`src/rtl/qdec_pkg.sv`:
```
// Shared phase encodings, direction constants and quadrature sequence helper
// for the quadrature decoder and its bench.
package qdec_pkg;

    typedef enum logic [1:0] {
        PH_00 = 2'b00,
        PH_01 = 2'b01,
        PH_11 = 2'b11,
        PH_10 = 2'b10
    } phase_e;

    localparam logic DIR_UP   = 1'b1;
    localparam logic DIR_DOWN = 1'b0;

    // Up sequence is 00 -> 01 -> 11 -> 10 -> 00; down is its reverse.
    function automatic phase_e next_up(input phase_e p);
        case (p)
            PH_00:   return PH_01;
            PH_01:   return PH_11;
            PH_11:   return PH_10;
            PH_10:   return PH_00;
            default: return PH_00;
        endcase
    endfunction

endpackage

```
`src/rtl/quad_decoder_if.sv`:
```
// Phase inputs, clear and decoded outputs of the quadrature decoder.
interface quad_decoder_if #(
    parameter int WIDTH = 16
);
    logic             a;
    logic             b;
    logic             clr;
    logic [WIDTH-1:0] o_count;
    logic             o_dir;
    logic             o_step;
    logic             o_err;

    modport master (output a, b, clr, input o_count, o_dir, o_step, o_err);
    modport slave  (input a, b, clr, output o_count, o_dir, o_step, o_err);
endinterface

```
`src/rtl/qdec_sync.sv`:
```
// Input synchronizer for the A/B pair; optional glitch filter when
// QDEC_GLITCH_FILTER_EN is defined.
module qdec_sync
    import qdec_pkg::*;
#(
    parameter int SYNC_STAGES = 2
`ifdef QDEC_GLITCH_FILTER_EN
    , parameter int FILTER_CYCLES = 4
`endif
) (
    input  logic   clk,
    input  logic   rst_n,
    input  logic   i_a,
    input  logic   i_b,
    output phase_e o_phase,
    output logic   o_valid
);
    localparam int FW = $clog2(SYNC_STAGES + 1);
    localparam logic [FW-1:0] FILL_DONE = FW'(SYNC_STAGES);
    localparam logic [FW-1:0] FILL_ONE  = FW'(1);

    logic [1:0]    r_sync [SYNC_STAGES];
    logic [FW-1:0] r_fill;
    logic          w_fill_done;

    assign w_fill_done = (r_fill == FILL_DONE);

    // Multi-stage synchronizer for both phase bits
    always_ff @(posedge clk or negedge rst_n) begin
        if (!rst_n) begin
            for (int i = 0; i < SYNC_STAGES; i++) r_sync[i] <= 2'b00;
        end else begin
            r_sync[0] <= {i_a, i_b};
            for (int i = 1; i < SYNC_STAGES; i++) r_sync[i] <= r_sync[i-1];
        end
    end

    // Valid is withheld until the chain holds real samples, so priming never
    // latches the reset zeros and then sees a false double transition.
    always_ff @(posedge clk or negedge rst_n) begin
        if (!rst_n) begin
            r_fill <= {FW{1'b0}};
        end else if (!w_fill_done) begin
            r_fill <= r_fill + FILL_ONE;
        end
    end

`ifdef QDEC_GLITCH_FILTER_EN
    localparam int CW = $clog2(FILTER_CYCLES + 1);
    localparam logic [CW-1:0] CNT_LAST = CW'(FILTER_CYCLES - 1);
    localparam logic [CW-1:0] CNT_FULL = CW'(FILTER_CYCLES);
    localparam logic [CW-1:0] CNT_ONE  = CW'(1);

    logic [1:0]    r_cand;
    logic [CW-1:0] r_cnt;
    logic [1:0]    r_stable;
    logic          r_stable_vld;

    // Accept a candidate only after FILTER_CYCLES identical samples in a row
    always_ff @(posedge clk or negedge rst_n) begin
        if (!rst_n) begin
            r_cand       <= 2'b00;
            r_cnt        <= {CW{1'b0}};
            r_stable     <= 2'b00;
            r_stable_vld <= 1'b0;
        end else if (w_fill_done) begin
            if (r_sync[SYNC_STAGES-1] != r_cand) begin
                r_cand <= r_sync[SYNC_STAGES-1];
                r_cnt  <= CNT_ONE;
            end else if (r_cnt == CNT_LAST) begin
                r_stable     <= r_cand;
                r_stable_vld <= 1'b1;
                r_cnt        <= CNT_FULL;
            end else if (r_cnt < CNT_LAST) begin
                r_cnt <= r_cnt + CNT_ONE;
            end
        end
    end

    assign o_phase = phase_e'(r_stable);
    assign o_valid = r_stable_vld;
`else
    assign o_phase = phase_e'(r_sync[SYNC_STAGES-1]);
    assign o_valid = w_fill_done;
`endif

endmodule

```
`src/rtl/quad_decoder.sv`:
```
// Quadrature A/B decoder: phase FSM, wrapping position counter, direction,
// step pulse and sticky error. Glitch filter enabled by QDEC_GLITCH_FILTER_EN.
module quad_decoder
    import qdec_pkg::*;
#(
    parameter int WIDTH       = 16,
    parameter int SYNC_STAGES = 2
`ifdef QDEC_GLITCH_FILTER_EN
    , parameter int FILTER_CYCLES = 4
`endif
) (
    input  logic          clk,
    input  logic          rst_n,
    quad_decoder_if.slave io_bus
);
    localparam logic [WIDTH-1:0] CNT_ZERO = {WIDTH{1'b0}};
    localparam logic [WIDTH-1:0] CNT_ONE  = {{(WIDTH-1){1'b0}}, 1'b1};

    phase_e           w_phase;
    logic             w_valid;
    phase_e           r_state,   w_state_nxt;
    logic             r_primed,  w_primed_nxt;
    logic [WIDTH-1:0] r_count,   w_count_nxt;
    logic             r_dir,     w_dir_nxt;
    logic             r_step,    w_step_nxt;
    logic             r_err,     w_err_nxt;

    qdec_sync #(
        .SYNC_STAGES   (SYNC_STAGES)
`ifdef QDEC_GLITCH_FILTER_EN
        , .FILTER_CYCLES (FILTER_CYCLES)
`endif
    ) u_sync (
        .clk     (clk),
        .rst_n   (rst_n),
        .i_a     (io_bus.a),
        .i_b     (io_bus.b),
        .o_phase (w_phase),
        .o_valid (w_valid)
    );

    // Phase state, priming flag and registered outputs
    always_ff @(posedge clk or negedge rst_n) begin
        if (!rst_n) begin
            r_state  <= PH_00;
            r_primed <= 1'b0;
            r_count  <= CNT_ZERO;
            r_dir    <= DIR_DOWN;
            r_step   <= 1'b0;
            r_err    <= 1'b0;
        end else begin
            r_state  <= w_state_nxt;
            r_primed <= w_primed_nxt;
            r_count  <= w_count_nxt;
            r_dir    <= w_dir_nxt;
            r_step   <= w_step_nxt;
            r_err    <= w_err_nxt;
        end
    end

    // Next phase and output values; clr overrides count, step and error
    always_comb begin
        w_state_nxt  = r_state;
        w_primed_nxt = r_primed;
        w_count_nxt  = r_count;
        w_dir_nxt    = r_dir;
        w_step_nxt   = 1'b0;
        w_err_nxt    = r_err;

        if (!r_primed) begin
            if (w_valid) begin
                w_state_nxt  = w_phase;
                w_primed_nxt = 1'b1;
            end else begin
                w_state_nxt  = r_state;
            end
        end else if (w_phase == r_state) begin
            w_step_nxt = 1'b0;
        end else if (next_up(r_state) == w_phase) begin
            w_state_nxt = w_phase;
            w_count_nxt = r_count + CNT_ONE;
            w_dir_nxt   = DIR_UP;
            w_step_nxt  = 1'b1;
        end else if (next_up(w_phase) == r_state) begin
            w_state_nxt = w_phase;
            w_count_nxt = r_count - CNT_ONE;
            w_dir_nxt   = DIR_DOWN;
            w_step_nxt  = 1'b1;
        end else begin
            w_state_nxt = w_phase;
            w_err_nxt   = 1'b1;
        end

        if (io_bus.clr) begin
            w_count_nxt = CNT_ZERO;
            w_step_nxt  = 1'b0;
            w_err_nxt   = 1'b0;
        end else begin
            w_count_nxt = w_count_nxt;
        end
    end

    assign io_bus.o_count = r_count;
    assign io_bus.o_dir   = r_dir;
    assign io_bus.o_step  = r_step;
    assign io_bus.o_err   = r_err;

endmodule

```
`src/flat_wrapper.sv`:
```
// flat-port wrapper written by rule: the top's interface ports become plain ports
module quad_decoder_flat import qdec_pkg::*;
#(
    parameter int WIDTH       = 16,
    parameter int SYNC_STAGES = 2

)
  (clk, rst_n, io_bus_a, io_bus_b, io_bus_clr, io_bus_o_count, io_bus_o_dir, io_bus_o_step, io_bus_o_err);
  quad_decoder_if #(.WIDTH(WIDTH)) io_bus_i ();
  input  logic clk;
  input  logic rst_n;
  input wire logic [$bits(io_bus_i.a)-1:0] io_bus_a;
  input wire logic [$bits(io_bus_i.b)-1:0] io_bus_b;
  input wire logic [$bits(io_bus_i.clr)-1:0] io_bus_clr;
  output wire logic [$bits(io_bus_i.o_count)-1:0] io_bus_o_count;
  output wire logic [$bits(io_bus_i.o_dir)-1:0] io_bus_o_dir;
  output wire logic [$bits(io_bus_i.o_step)-1:0] io_bus_o_step;
  output wire logic [$bits(io_bus_i.o_err)-1:0] io_bus_o_err;
  assign io_bus_i.a = io_bus_a;
  assign io_bus_i.b = io_bus_b;
  assign io_bus_i.clr = io_bus_clr;
  assign io_bus_o_count = io_bus_i.o_count;
  assign io_bus_o_dir = io_bus_i.o_dir;
  assign io_bus_o_step = io_bus_i.o_step;
  assign io_bus_o_err = io_bus_i.o_err;
  quad_decoder #(.WIDTH(WIDTH), .SYNC_STAGES(SYNC_STAGES)) u_core (.clk(clk), .rst_n(rst_n), .io_bus(io_bus_i));
endmodule
```
`config.mk`:
```
export PLATFORM = sky130hd
export DESIGN_NAME = quad_decoder_flat
export DESIGN_NICKNAME = d
export VERILOG_FILES = /design/src/rtl/qdec_pkg.sv /design/src/rtl/quad_decoder_if.sv /design/src/rtl/qdec_sync.sv /design/src/rtl/quad_decoder.sv /design/src/flat_wrapper.sv
export SDC_FILE = /design/constraint.sdc
export NUM_CORES = 1
export LEC_CHECK = 0
export ABC_CLOCK_PERIOD_IN_PS = 2590
export CORE_MARGIN = 3
export CORE_UTILIZATION = 50
export DETAILED_ROUTE_END_ITERATION = 10
export DONT_BUFFER_PORTS = 1
export GPL_TIMING_DRIVEN = 1
export PLACE_DENSITY = 0.68
export SLEW_MARGIN = 20
export SYNTH_ARGS = -nofsm -noshare
export SYNTH_HDL_FRONTEND = slang
export SYNTH_SLANG_ARGS = --single-unit
```
`constraint.sdc`:
```
create_clock -name clk -period 2.59 [get_ports clk]
set_input_delay 0.777 -clock clk [delete_from_list [all_inputs] [get_ports clk]]
set_output_delay 0.777 -clock clk [all_outputs]
set_load 0.02 [all_outputs]
```
-- Yosys cells after proc, flatten, opt, wreduce, memory -nomap -nowiden
Index checks and enable logic that the tools add are counted.
- register bits: 28
- output and inout port bits: 19
- $add $sub $neg: 3
- bitwise logic cells: 1
- mux-type cells: 29
- eq/ne operators: 14
- reduce and logical (&&, ||, !) cells: 10
- operators by type and width (kind ; count):
    two-way mux 16 bit ; 5
    adder 16 x 1 -> 16 bit (second input constant) ; 1
    two-way mux 2 bit ; 8
    case mux 2 bit (4 select lines) ; 2
    subtractor 16 x 1 -> 16 bit (second input constant) ; 1
    two-way mux 1 bit ; 14
    == test 2 bit (second input constant) ; 5
    != test 2 bit (second input constant) ; 4
    == test 2 bit ; 3
    AND reduction 3 bit ; 2
    nonzero test 2 bit ; 3
    == test 2 x 1 -> 1 bit (second input constant) ; 2
    zero test 2 bit ; 2
    AND reduction 4 bit ; 1
    nonzero test 3 bit ; 1
    adder 2 x 1 -> 2 bit (second input constant) ; 1
    AND reduction 2 bit ; 1
    inverter 1 bit ; 1

-- Depth between registers and ports, before layout
Gate-level depths: netlist (run 1).
- word-level depth: 14
- mapped depth: 9
- mapped depth without buffers: 9

-- Cells and area by module
From an unflattened synthesis (run 1), not the netlist that was laid out.
- cells, all modules: 181
- area, all modules: 1800.5 µm²
- modules (own cells, without submodules) (module ; area an instance (µm²) ; times used ; seq. area each (µm²) ; cells each):
    quad_decoder ; 1584.0 ; 1 ; 550.5 ; 167
    qdec_sync ; 216.5 ; 1 ; 150.1 ; 14

-- Worst setup path before layout (run 1)
OpenSTA, ideal clock, no wires.
- path kind: register -> register
- from: register u_core.u_sync.r_sync, in the netlist u_core.u_sync.o_phase[0]
- to: register u_core.r_count[15], in the netlist u_core.io_bus.o_count[15]
- cell stages (with the launch flop): 10
- data arrival time: 2.633 ns
- clock period less this slack: 2.761 ns
- slack: -0.171 ns
- required time: 2.462 ns
- path through: dfrtp_1 -> xnor2_1 -> or2_1 -> ha_1 -> a211oi_1 -> o211ai_2 -> a21oi_2 -> o21ai_2 -> mux2i_1 -> mux2_1
- cells in the longest elaborated chain, start to end: 8
- ends and longest elaborated chain (element ; line ; text):
    from (decl) ; qdec_sync.sv:22 ; logic [1:0] r_sync [SYNC_STAGES];
    == test 2 bit (tied with other cells) ; - ;
    case mux 2 bit (4 select lines) ; qdec_pkg.sv:17 ; case (p)
    two-way mux 2 bit ; quad_decoder.sv:79 ; end else if (next_up(r_state) == w_phase) begin
    two-way mux 2 bit ; quad_decoder.sv:77 ; end else if (w_phase == r_state) begin
    two-way mux 2 bit ; quad_decoder.sv:70 ; if (!r_primed) begin
    == test 2 bit ; quad_decoder.sv:84 ; end else if (next_up(w_phase) == r_state) begin
    nonzero test 3 bit (no line) ; - ;
    AND reduction 3 bit (no line) ; - ;
    to (signal assigned) ; quad_decoder.sv:54 ; r_count <= w_count_nxt;
    to (decl) ; quad_decoder.sv:23 ; logic [WIDTH-1:0] r_count, w_count_nxt;
Several ways; a longest one is shown, not always the timed one. The select of a mux whose other input is x is not followed.
A chain may end at the register's enable or synchronous reset.

-- Worst setup path after layout (run 1)
- from: register u_core.u_sync.r_sync, in the netlist u_core.u_sync.o_phase[1]
- to: register u_core.r_count[15], in the netlist u_core.io_bus.o_count[15]
The elaborated chain is that of the path after synthesis.

==> run metrics, run 1 <==
max_slew headroom=74.19%; Comb pwr share=60.6%; Die X=65.97 um; Post-Synth XOR/XNOR Area=7.794%; sequential element share of the synthesized area=38.97%; final hold viol count=0; Flop pwr share=31.4%; PD cells=1248 nW/um^2; top-level port count=24; Multi-input gate area=1221 um^2; Initial Utilization=53.05%; multiplexer area fraction after synthesis=4.662%; Area Growth Syn to Fin=19.62%; post-DP HPWL=2709 um; TritonRoute pass-1 iters=4; Max VDD drop=0.3870 mV; via count=1429; switching share of power=46.13%; wire length of the first global-routing pass=6313 um; fraction of registers with async set/reset=100.0%; Worst Skew=0.001648 ns; Int Power=0.001446 W; fin crit share=97.81%; Compound-Gate Fraction of Synth Area=16.28%; worst slew pin tran=0.3871 ns; unrepaired setup endpoints after global routing=true; CTS tree=built; Pwr Total=0.002684 W; Design Area, Final=2151 um^2; mapped cell area=1798 um^2; min cycle time layout=2.533 ns; number of buffers created by CTS=3; Hold Crit Class=in -> async; number of synthesized register bits=28; Net Sw Power=0.001238 W; Clock Latency Late Sink=0.33 ns; syn nets=213; CTS clock-pin slew for the worst setup and hold paths=0.15 ns; row cnt=21; grt ovf=0; clock sink total=28; fill count=255; gpl congestion=0.8759; Post-Place Cell Area=1912 um^2; clock power share=8.0%; final core occ=63.46%; Worst Setup Path Type=reg -> reg; P_leak=0.9314 nW; Max Clk Rate=0.3947 GHz; vias in the first global route=1413; Crit Path Max Fanout=5; FF+latch area=700.7 um^2; DIE HEIGHT=65.97 um; most frequent cells in the layout=28 x dfrtp_1, 21 x nor2_1, 18 x nand2_1; initial drt markers=71; initial antenna violation count=0; Core ar.=3390 um^2; DRC violations left=0; H-tree Lvls=1; Most used DFF post-synth=dfrtp_1; CP Capture Type=flip-flop; Distinct cells, synth=43; routed len/inst=15.43 um; main combinational cell family by area after synthesis=simple AND/OR/NAND/NOR gates; Yosys top cell by area=dfrtp_1; largest net degree at the start of global routing=29; GRT Total Usage=18.84%; simple-gate portion of the synthesized area=16.49%; Syn. warnings=0; status=finished, final reports clean; Post-Route WL=3905 um; Sum Neg Setup Slack=0 ns; Post-synth EDFFs=0; Setup crit start kind=flip-flop; Port Buffers=0; Worst EP required=2.82 ns; Antenna Nets Post-Route=0; Longest Clk Path Bufs=2; CP arrival=2.77 ns; Worst Hold Slack=0.1124 ns; CTS root buf=clkbuf_4; MaxCap Viol Count=0; detailed-route vias per instance=5.648; Post-Synthesis Cells=190; Synth area leaders=dfrtp_1 39%, ha_1 12%, a21oi_1 4.7%; commonest non-fill, non-tap cell in the layout=dfrtp_1; layout cells sized above 1=23.19%; post-synth top area share=38.97%; die area=4351 um^2; Adder-Cell Fraction of Synth Area=12.94%; Antenna Cells=0; Slew Viols, Final=0; nets=231; final-report setup violation count=0; Syn Area/Cell=9.463 um^2
cells in the mapped netlist (2+ instances only):
cell and number:
dfrtp_1 28, buf_2 2, o31ai_1 2, nor2b_1 4, a211oi_1 2, nor2_1 22
clkbuf_1 2, ha_1 17, nor4b_1 3, a31oi_1 2, mux2_2 2, xor2_1 7
a21oi_1 17, mux2i_1 5, o21ai_0 7, nand2_1 18, and2_1 2, inv_1 6
xnor2_1 9, o211ai_1 2, nand3_1 7, nor3_1 3
repair_timing:
action	4_1_cts	5_1_grt
resized for setup	1	20
gates cloned	1	2
endpoints found under the setup margin	1	6
pin swaps	1	6
setup buffers	1	3
hold buffers	0	0
path summary, 6_finish.rpt:
path / startpoint / endpoint / slack (ns) / depth (start not counted)
worst min-delay path: rst_n / u_core.io_bus.o_count[7] / 0.11 / 0
worst max register to register: u_core.u_sync.o_phase[1] / u_core.io_bus.o_count[15] / 0.06 / 9
min in group clk: u_core.u_sync.r_sync[3] / u_core.u_sync.o_phase[1] / 0.37 / 0
max in group asynchronous: rst_n / u_core.io_bus.o_count[15] / 2.40 / 0
worst max-delay path: u_core.u_sync.o_phase[1] / u_core.io_bus.o_count[15] / 0.06 / 9
worst min register to register: u_core.u_sync.r_sync[3] / u_core.u_sync.o_phase[1] / 0.37 / 0
power by group through the flow:
stage / sequential (W) / combinational [W] / clock [W]
after global placement: 0.000828 / 0.00134 / 0
final: 0.000844 / 0.00163 / 0.000215
after global routing: 0.000863 / 0.00182 / 0.000239
after CTS: 0.000823 / 0.00139 / 0.000223
after detailed placement: 0.000832 / 0.00137 / 0
after floorplan: 0.000788 / 0.00109 / 0
per-layer routing:
metal	GRT usage, %	vias up	part of all wire (%)
met4	6.345	0	1.4
li1	-	711	-
met3	3.571	7	3.5
met5	0	-	0
met1	21.23	691	43
met2	35.17	20	52
kinds of logic (layout without fill, tap and decap cells):
logic type,Yosys count,count (layout)
flip-flops,28,28
buffers and inverters,11,25
XOR/XNOR,16,16
multiplexers,8,8
adder cells (fa/ha/maj),18,18
AO/OA/AOI/OAI,45,45
AND/OR/NAND/NOR,64,67
flip-flops by register name, indices dropped and copies added, names as in the netlist:
| signal | count |
|---|---|
| u_core.io_bus.o_err | 1 |
| u_core.r_primed | 1 |
| u_core.io_bus.o_dir | 1 |
| u_core.u_sync.r_fill | 2 |
| u_core.u_sync.o_phase | 2 |
| u_core.r_state | 2 |
| u_core.io_bus.o_count | 16 |
| u_core.io_bus.o_step | 1 |
| u_core.u_sync.r_sync | 2 |
final cells by class:
| cell class | count | area share, % |
|---|---|---|
| multi-input cells | 154 | 56.78 |
| well taps | 46 | 2.676 |
| inverters | 6 | 1.047 |
| flip-flops and latches | 28 | 32.58 |
| repair buffers | 15 | 5.236 |
| clock buffers | 4 | 1.687 |
through the flow:
step                      instances  setup WS [ns]
after floorplan                 190        0.02385
after global placement          242        0.06411
after detailed placement        242        0.01202
after CTS                       248       0.003747
after global routing            253       -0.05020
final                           253        0.05668
worst max-delay path: stages (launching register included):
cell      delay (ns)
dfrtp_1         0.44
xor2_2          0.21
or2_4           0.31
ha_4            0.31
nand4_1         0.19
a211oi_2        0.22
a21oi_2         0.10
o21ai_2         0.13
mux2i_1         0.20
mux2_1          0.33
(Power assumes the default switching activity.)
==> run 2, diff against run 1 <==
- BUFFER_PORTS_ARGS: default -> -buffer_cell sky130_fd_sc_hd__buf_2
- DONT_BUFFER_PORTS: 1 -> default
- PLACE_DENSITY: 0.68 -> 0.73
==> run 2 against run 1 <==
Effect of this change:
- fmax is 1.1% lower
- clock-buffer cell count is 1 lower
- clock skew is 0.011 ns higher
- clock power is 35% higher
- core utilization is 2.4 points higher
- largest cell class unchanged
- highest routed layer unchanged
==> run metrics, run 2 (same netlist as run 1, synthesis figures left out) <==
status=finished, final reports clean; Pwr Total=0.002783 W (+3.7%); Hold Crit Class=reg -> reg; Worst Hold Path EP=u_core.u_sync.o_phase[0]; detailed-route vias per instance=5.566 (-1.5%); commonest non-fill, non-tap cell in the layout=dfrtp_1; most frequent cells in the layout=28 x dfrtp_1, 23 x buf_2, 21 x nor2_1; row cnt=21 (unchanged); final core occ=65.85% (+2.4 points); Sum Neg Setup Slack=0 ns (unchanged); via count=1514 (+5.9%); Initial Utilization=53.05% (unchanged); Post-Place Cell Area=2027 um^2 (+6.0%); GRT Total Usage=18.83% (about the same); Area Growth Syn to Fin=24.15%; grt ovf=0 (unchanged); Slew Viols, Final=0 (unchanged); layout cells sized above 1=28.32% (+5.1 points); crit-path leading delay family=multiplexers; Post-Route WL=3883 um (-0.56%); Largest register FFs=16 (unchanged); initial drt markers=136 (+92%); clock sink total=28 (unchanged); post-DP HPWL=2597 um (-4.1%); final hold viol count=0 (unchanged); critical path's largest stage delay=0.45 ns (about the same); Max Clk Rate=0.3904 GHz (-1.1%); final-report setup violation count=0 (unchanged); CTS clock-pin slew for the worst setup and hold paths=0.16 ns (about the same); CP arrival=2.80 ns (+0.03 ns); min cycle time layout=2.561 ns (+0.02816 ns); critical-path cell list=xnor2_2 -> or2_4 -> ha_4 -> nand4_1 -> a211oi_2 -> a21oi_2 -> o21ai_2 -> mux2i_1 -> mux2_1; routed len/inst=14.28 um (-7.5%); nets=250 (+8.2%); Crit Path Max Fanout=5 (unchanged); max_slew headroom=59.02% (-15 points); MaxCap Viol Count=0 (unchanged); largest net degree at the start of global routing=29 (unchanged); CTS tree=built; Worst Setup Path Type=reg -> reg; TritonRoute pass-1 iters=4 (unchanged); CP Capture Type=flip-flop; fin crit share=98.90% (+1.1 points); cell count of the worst hold path=0; PD cells=1247 nW/um^2 (about the same); P_leak=1.028 nW (+10%); DIE HEIGHT=65.97 um (unchanged); Longest Clk Path Bufs=2 (unchanged); Worst R2R Start=u_core.r_state[1]; Antenna Cells=0 (unchanged); DRC violations left=0 (unchanged); Clock Latency Late Sink=0.34 ns (about the same); wire length of the first global-routing pass=6341 um (+0.44%); Worst EP required=2.83 ns (about the same); top-level port count=24 (unchanged); vias in the first global route=1391 (-1.6%); Max VDD drop=0.5771 mV (+49%); H-tree Lvls=1 (unchanged); Setup crit start kind=flip-flop; worst slew pin tran=0.6147 ns (+0.2275 ns); unrepaired setup endpoints after global routing=true; Post-CTS Hold Buffers=0 (unchanged); Die X=65.97 um (unchanged); Port Buffers=23 (+23); die area=4351 um^2 (unchanged); initial antenna violation count=0 (unchanged); Hold Startpoint=u_core.u_sync.r_sync[2]; Worst Skew=0.01247 ns (+0.01082 ns); reg2reg path depth=9 (unchanged); WP buf/inv=0 (unchanged); setup slack after layout=0.02853 ns (-0.02816 ns); reg2reg end=u_core.io_bus.o_count[15]; Core ar.=3390 um^2 (unchanged); post-place setup slack=-0.006131 ns (-0.01815 ns); Design Area, Final=2232 um^2 (+3.8%); CTS root buf=clkbuf_4; CP max-delay cell=dfrtp_1; gpl congestion=0.8597 (-1.8%); Reg2Reg Setup Slack=0.03 ns (-0.03 ns); number of buffers created by CTS=3 (unchanged); Antenna Nets Post-Route=0 (unchanged)
run 2: final cells by class:
cell class,instances,area (um^2)
well taps,46,57.56
inverters,6,22.52
clock buffers,3,22.52
repair buffers,35,205.2
clock inverters,1,30.03
fillers,271,1157
flip-flops and latches,28,700.7
multi-input cells,153,1194
run 2: through the flow:
stage                     hold slack (ns)  std cells
after floorplan                    0.3312        190
after global placement             0.3393        265
after detailed placement           0.3405        265
after CTS                          0.3763        272
after global routing               0.3850        272
final                              0.3712        272
run 2: power by group:
| part | leakage (nW) | internal (W) | total [W] | switching (W) |
|---|---|---|---|---|
| sequential | 0.350 | 0.000552 | 0.000687 | 0.000135 |
| clock | 0.0279 | 0.000157 | 0.000290 | 0.000134 |
| combinational | 0.650 | 0.000823 | 0.00181 | 0.000983 |
| total | 1.03 | 0.00153 | 0.00278 | 0.00125 |
run 2: worst max-delay path by stage:
stage / startpoint / endpoint / cells past startpoint / slack (ns)
finish: u_core.r_state[1] / u_core.io_bus.o_count[15] / 9 / 0.03
floorplan: u_core.u_sync.o_phase[0] / u_core.io_bus.o_count[15] / 9 / 0.02
global placement: u_core.r_state[1] / u_core.io_bus.o_count[15] / 9 / 0.04
global route: u_core.r_state[1] / u_core.io_bus.o_count[10] / 9 / -0.16
CTS: u_core.r_state[0] / u_core.io_bus.o_count[15] / 9 / 0.0009
detailed placement: u_core.r_state[1] / u_core.io_bus.o_count[15] / 9 / -0.006
run 2: metal layers:
metal / track usage (%) / part of all wire (%) / vias to the layer above
met1: 23.57 / 44 / 728
met5: 0 / 0 / -
met2: 33.67 / 51 / 34
li1: - / - / 748
met4: 3.807 / 0.70 / 0
met3: 3.571 / 3.9 / 4
run 2: repair_timing:
action | in CTS | in global routing
gates resized for setup | 6 | 13
endpoints found under the setup margin | 1 | 6
cloned | 2 | 0
buffers inserted | 1 | 0
pin swaps | 2 | 7
run 2: worst reg2reg max path: stages (launching register included):
cell and delay [ns]:
dfrtp_1 0.45, xnor2_2 0.19, or2_4 0.34, ha_4 0.30, nand4_1 0.19, a211oi_2 0.22, a21oi_2 0.10, o21ai_2 0.13
mux2i_1 0.21, mux2_1 0.34
==> run 3, diff against run 2 <==
- ABC_CLOCK_PERIOD_IN_PS: 2590 -> 3300
- PLACE_DENSITY: 0.73 -> default
- PLACE_DENSITY_LB_ADDON: default -> 0.2
- SLEW_MARGIN: 20 -> default
- clock period: 2.59 -> 3.3 ns (I/O delays scaled with it)
==> run 3 against run 2 <==
Effect of this change:
- sequential power decreased by 25%
- final cell count decreased by 4.8%
- design area decreased by 11%
- combinational power decreased by 33%
- critical path type unchanged
- critical endpoint unchanged
==> run metrics, run 3 (same netlist as run 1, synthesis figures left out) <==
top-level port count=24 (unchanged); gpl congestion=0.9630 (+12%); setup slack after layout=0.3639 ns (+0.3353 ns); Port Buffers=23 (unchanged); Antenna Cells=0 (unchanged); CP max-delay cell=or2_2; TritonRoute pass-1 iters=5 (+1); die area=4351 um^2 (unchanged); clock sink total=28 (unchanged); Core ar.=3390 um^2 (unchanged); status=finished, final reports clean; Worst Setup Path Type=reg -> reg; routed len/inst=13.59 um (-4.8%); CTS tree=built; Worst Skew=0.004825 ns (-0.007644 ns); via count=1466 (-3.2%); critical-path cell list=xor2_1 -> or2_2 -> ha_1 -> nand4_1 -> a211oi_2 -> a21oi_2 -> o21ai_2 -> mux2i_1 -> mux2_1; most frequent cells in the layout=28 x dfrtp_1, 23 x buf_2, 22 x nor2_1; Post-CTS Setup Bufs=0 (-1); final hold viol count=0 (unchanged); Multi-input gate area=1046 um^2 (-12%); Sum Neg Setup Slack=0 ns (unchanged); Longest Clk Path Bufs=2 (unchanged); Crit Path Max Fanout=18 (+13); fin crit share=88.97% (-9.9 points); CP arrival=3.18 ns (+0.38 ns); MaxCap Viol Count=0 (unchanged); CTS root buf=clkbuf_4; Die X=65.97 um (unchanged); Slew Viols, Final=0 (unchanged); Max Clk Rate=0.3406 GHz (-13%); nets=237 (-5.2%); DIE HEIGHT=65.97 um (unchanged); layout cells sized above 1=16.90% (-11 points); Clock Latency Late Sink=0.34 ns (about the same); CP Capture Type=flip-flop; DRC violations left=0 (unchanged); detailed-route vias per instance=5.660 (+1.7%); Pwr Total=0.001907 W (-31%); wire length of the first global-routing pass=6189 um (-2.4%); CTS clock-pin slew for the worst setup and hold paths=0.15 ns (about the same); initial antenna violation count=0 (unchanged); Area Growth Syn to Fin=10.44%; Setup crit start kind=flip-flop; initial drt markers=72 (-47%); row cnt=21 (unchanged); Post-Route WL=3520 um (-9.3%); Antenna Nets Post-Route=0 (unchanged); vias in the first global route=1414 (+1.7%); FF+latch area=700.7 um^2 (unchanged); grt ovf=0 (unchanged); critical path's largest stage delay=0.46 ns (about the same); Largest register FFs=16 (unchanged); Worst EP required=3.54 ns (+0.71 ns); Hold Crit Class=reg -> reg; commonest non-fill, non-tap cell in the layout=dfrtp_1; GRT Total Usage=18.55% (-0.28 points); min cycle time layout=2.936 ns (+0.3747 ns); number of buffers created by CTS=3 (unchanged); worst slew pin tran=0.6191 ns (+0.004482 ns); max_slew headroom=58.72% (-0.30 points); Initial Utilization=53.05% (unchanged); largest net degree at the start of global routing=32 (+10%); post-DP HPWL=2628 um (+1.2%); final-report setup violation count=0 (unchanged); post-place setup slack=0.2870 ns (+0.2932 ns); unrepaired setup endpoints after global routing=false; PD cells=960.2 nW/um^2 (-23%); H-tree Lvls=1 (unchanged); P_leak=0.9496 nW (-7.6%); Max VDD drop=0.3004 mV (-48%); fill count=299 (+10%)
## run 3: power breakdown
group	leakage [nW]	internal, W	switching, W
Sequential	0.350	0.000433	0.0000849
Combinational	0.579	0.000499	0.000716
Clock	0.0210	0.0000678	0.000105
Total	0.950	0.00100	0.000906
## run 3: what timing repair did
item                       4_1_cts  5_1_grt
hold buffers                     0        0
setup endpoints to repair        0        1
resized for setup                0        1
## run 3: metal layers
| metal | global-route usage [%] | routed length (um) | vias up |
|---|---|---|---|
| li1 | - | - | 724 |
| met1 | 21.86 | 1520 | 704 |
| met2 | 32.67 | 1796 | 31 |
| met3 | 2.891 | 129 | 7 |
| met4 | 8.883 | 73 | 0 |
| met5 | 0 | 0 | - |
## run 3: worst max-delay path, delay by kind of cell, from the launching register on
kind,cells,cell delay (ns)
muxes,2,0.54
AOI/OAI and AO/OA,3,0.50
xor gates and xnor gates,1,0.21
DFF,1,0.45
and+or+nand+nor,2,0.66
adders and majority gates,1,0.46
## run 3: final timing paths
kind                                               start                   endpoint  slack [ns]  cells after the start
max in group asynchronous                          rst_n   u_core.u_sync.o_phase[0]        2.26                      1
min in group asynchronous                          rst_n       u_core.io_bus.o_step        0.63                      1
worst min-delay path             u_core.u_sync.r_sync[3]   u_core.u_sync.o_phase[1]        0.37                      0
worst max register to register  u_core.u_sync.o_phase[1]  u_core.io_bus.o_count[15]        0.36                      9
worst max-delay path            u_core.u_sync.o_phase[1]  u_core.io_bus.o_count[15]        0.36                      9
worst min register to register   u_core.u_sync.r_sync[3]   u_core.u_sync.o_phase[1]        0.37                      0
## run 3: per-stage QoR
stage	cell area [um^2]	utilization [%]	hold WS, ns	instances
floorplan	1798	-	0.3312	190
global placement	1949	57.51	0.3389	255
detailed placement	1949	57.51	0.3364	255
CTS	1986	58.58	0.3729	259
global route	1986	58.58	0.3921	259
finish	1986	58.58	0.3729	259
## run 3: cell type report
| type | instances | share of cell area [%] |
|---|---|---|
| repair buffers | 24 | 6.175 |
| multi-input cells | 151 | 52.68 |
| clock buffers | 4 | 1.827 |
| inverters | 6 | 1.134 |
| well taps | 46 | 2.899 |
| flip-flops and latches | 28 | 35.29 |
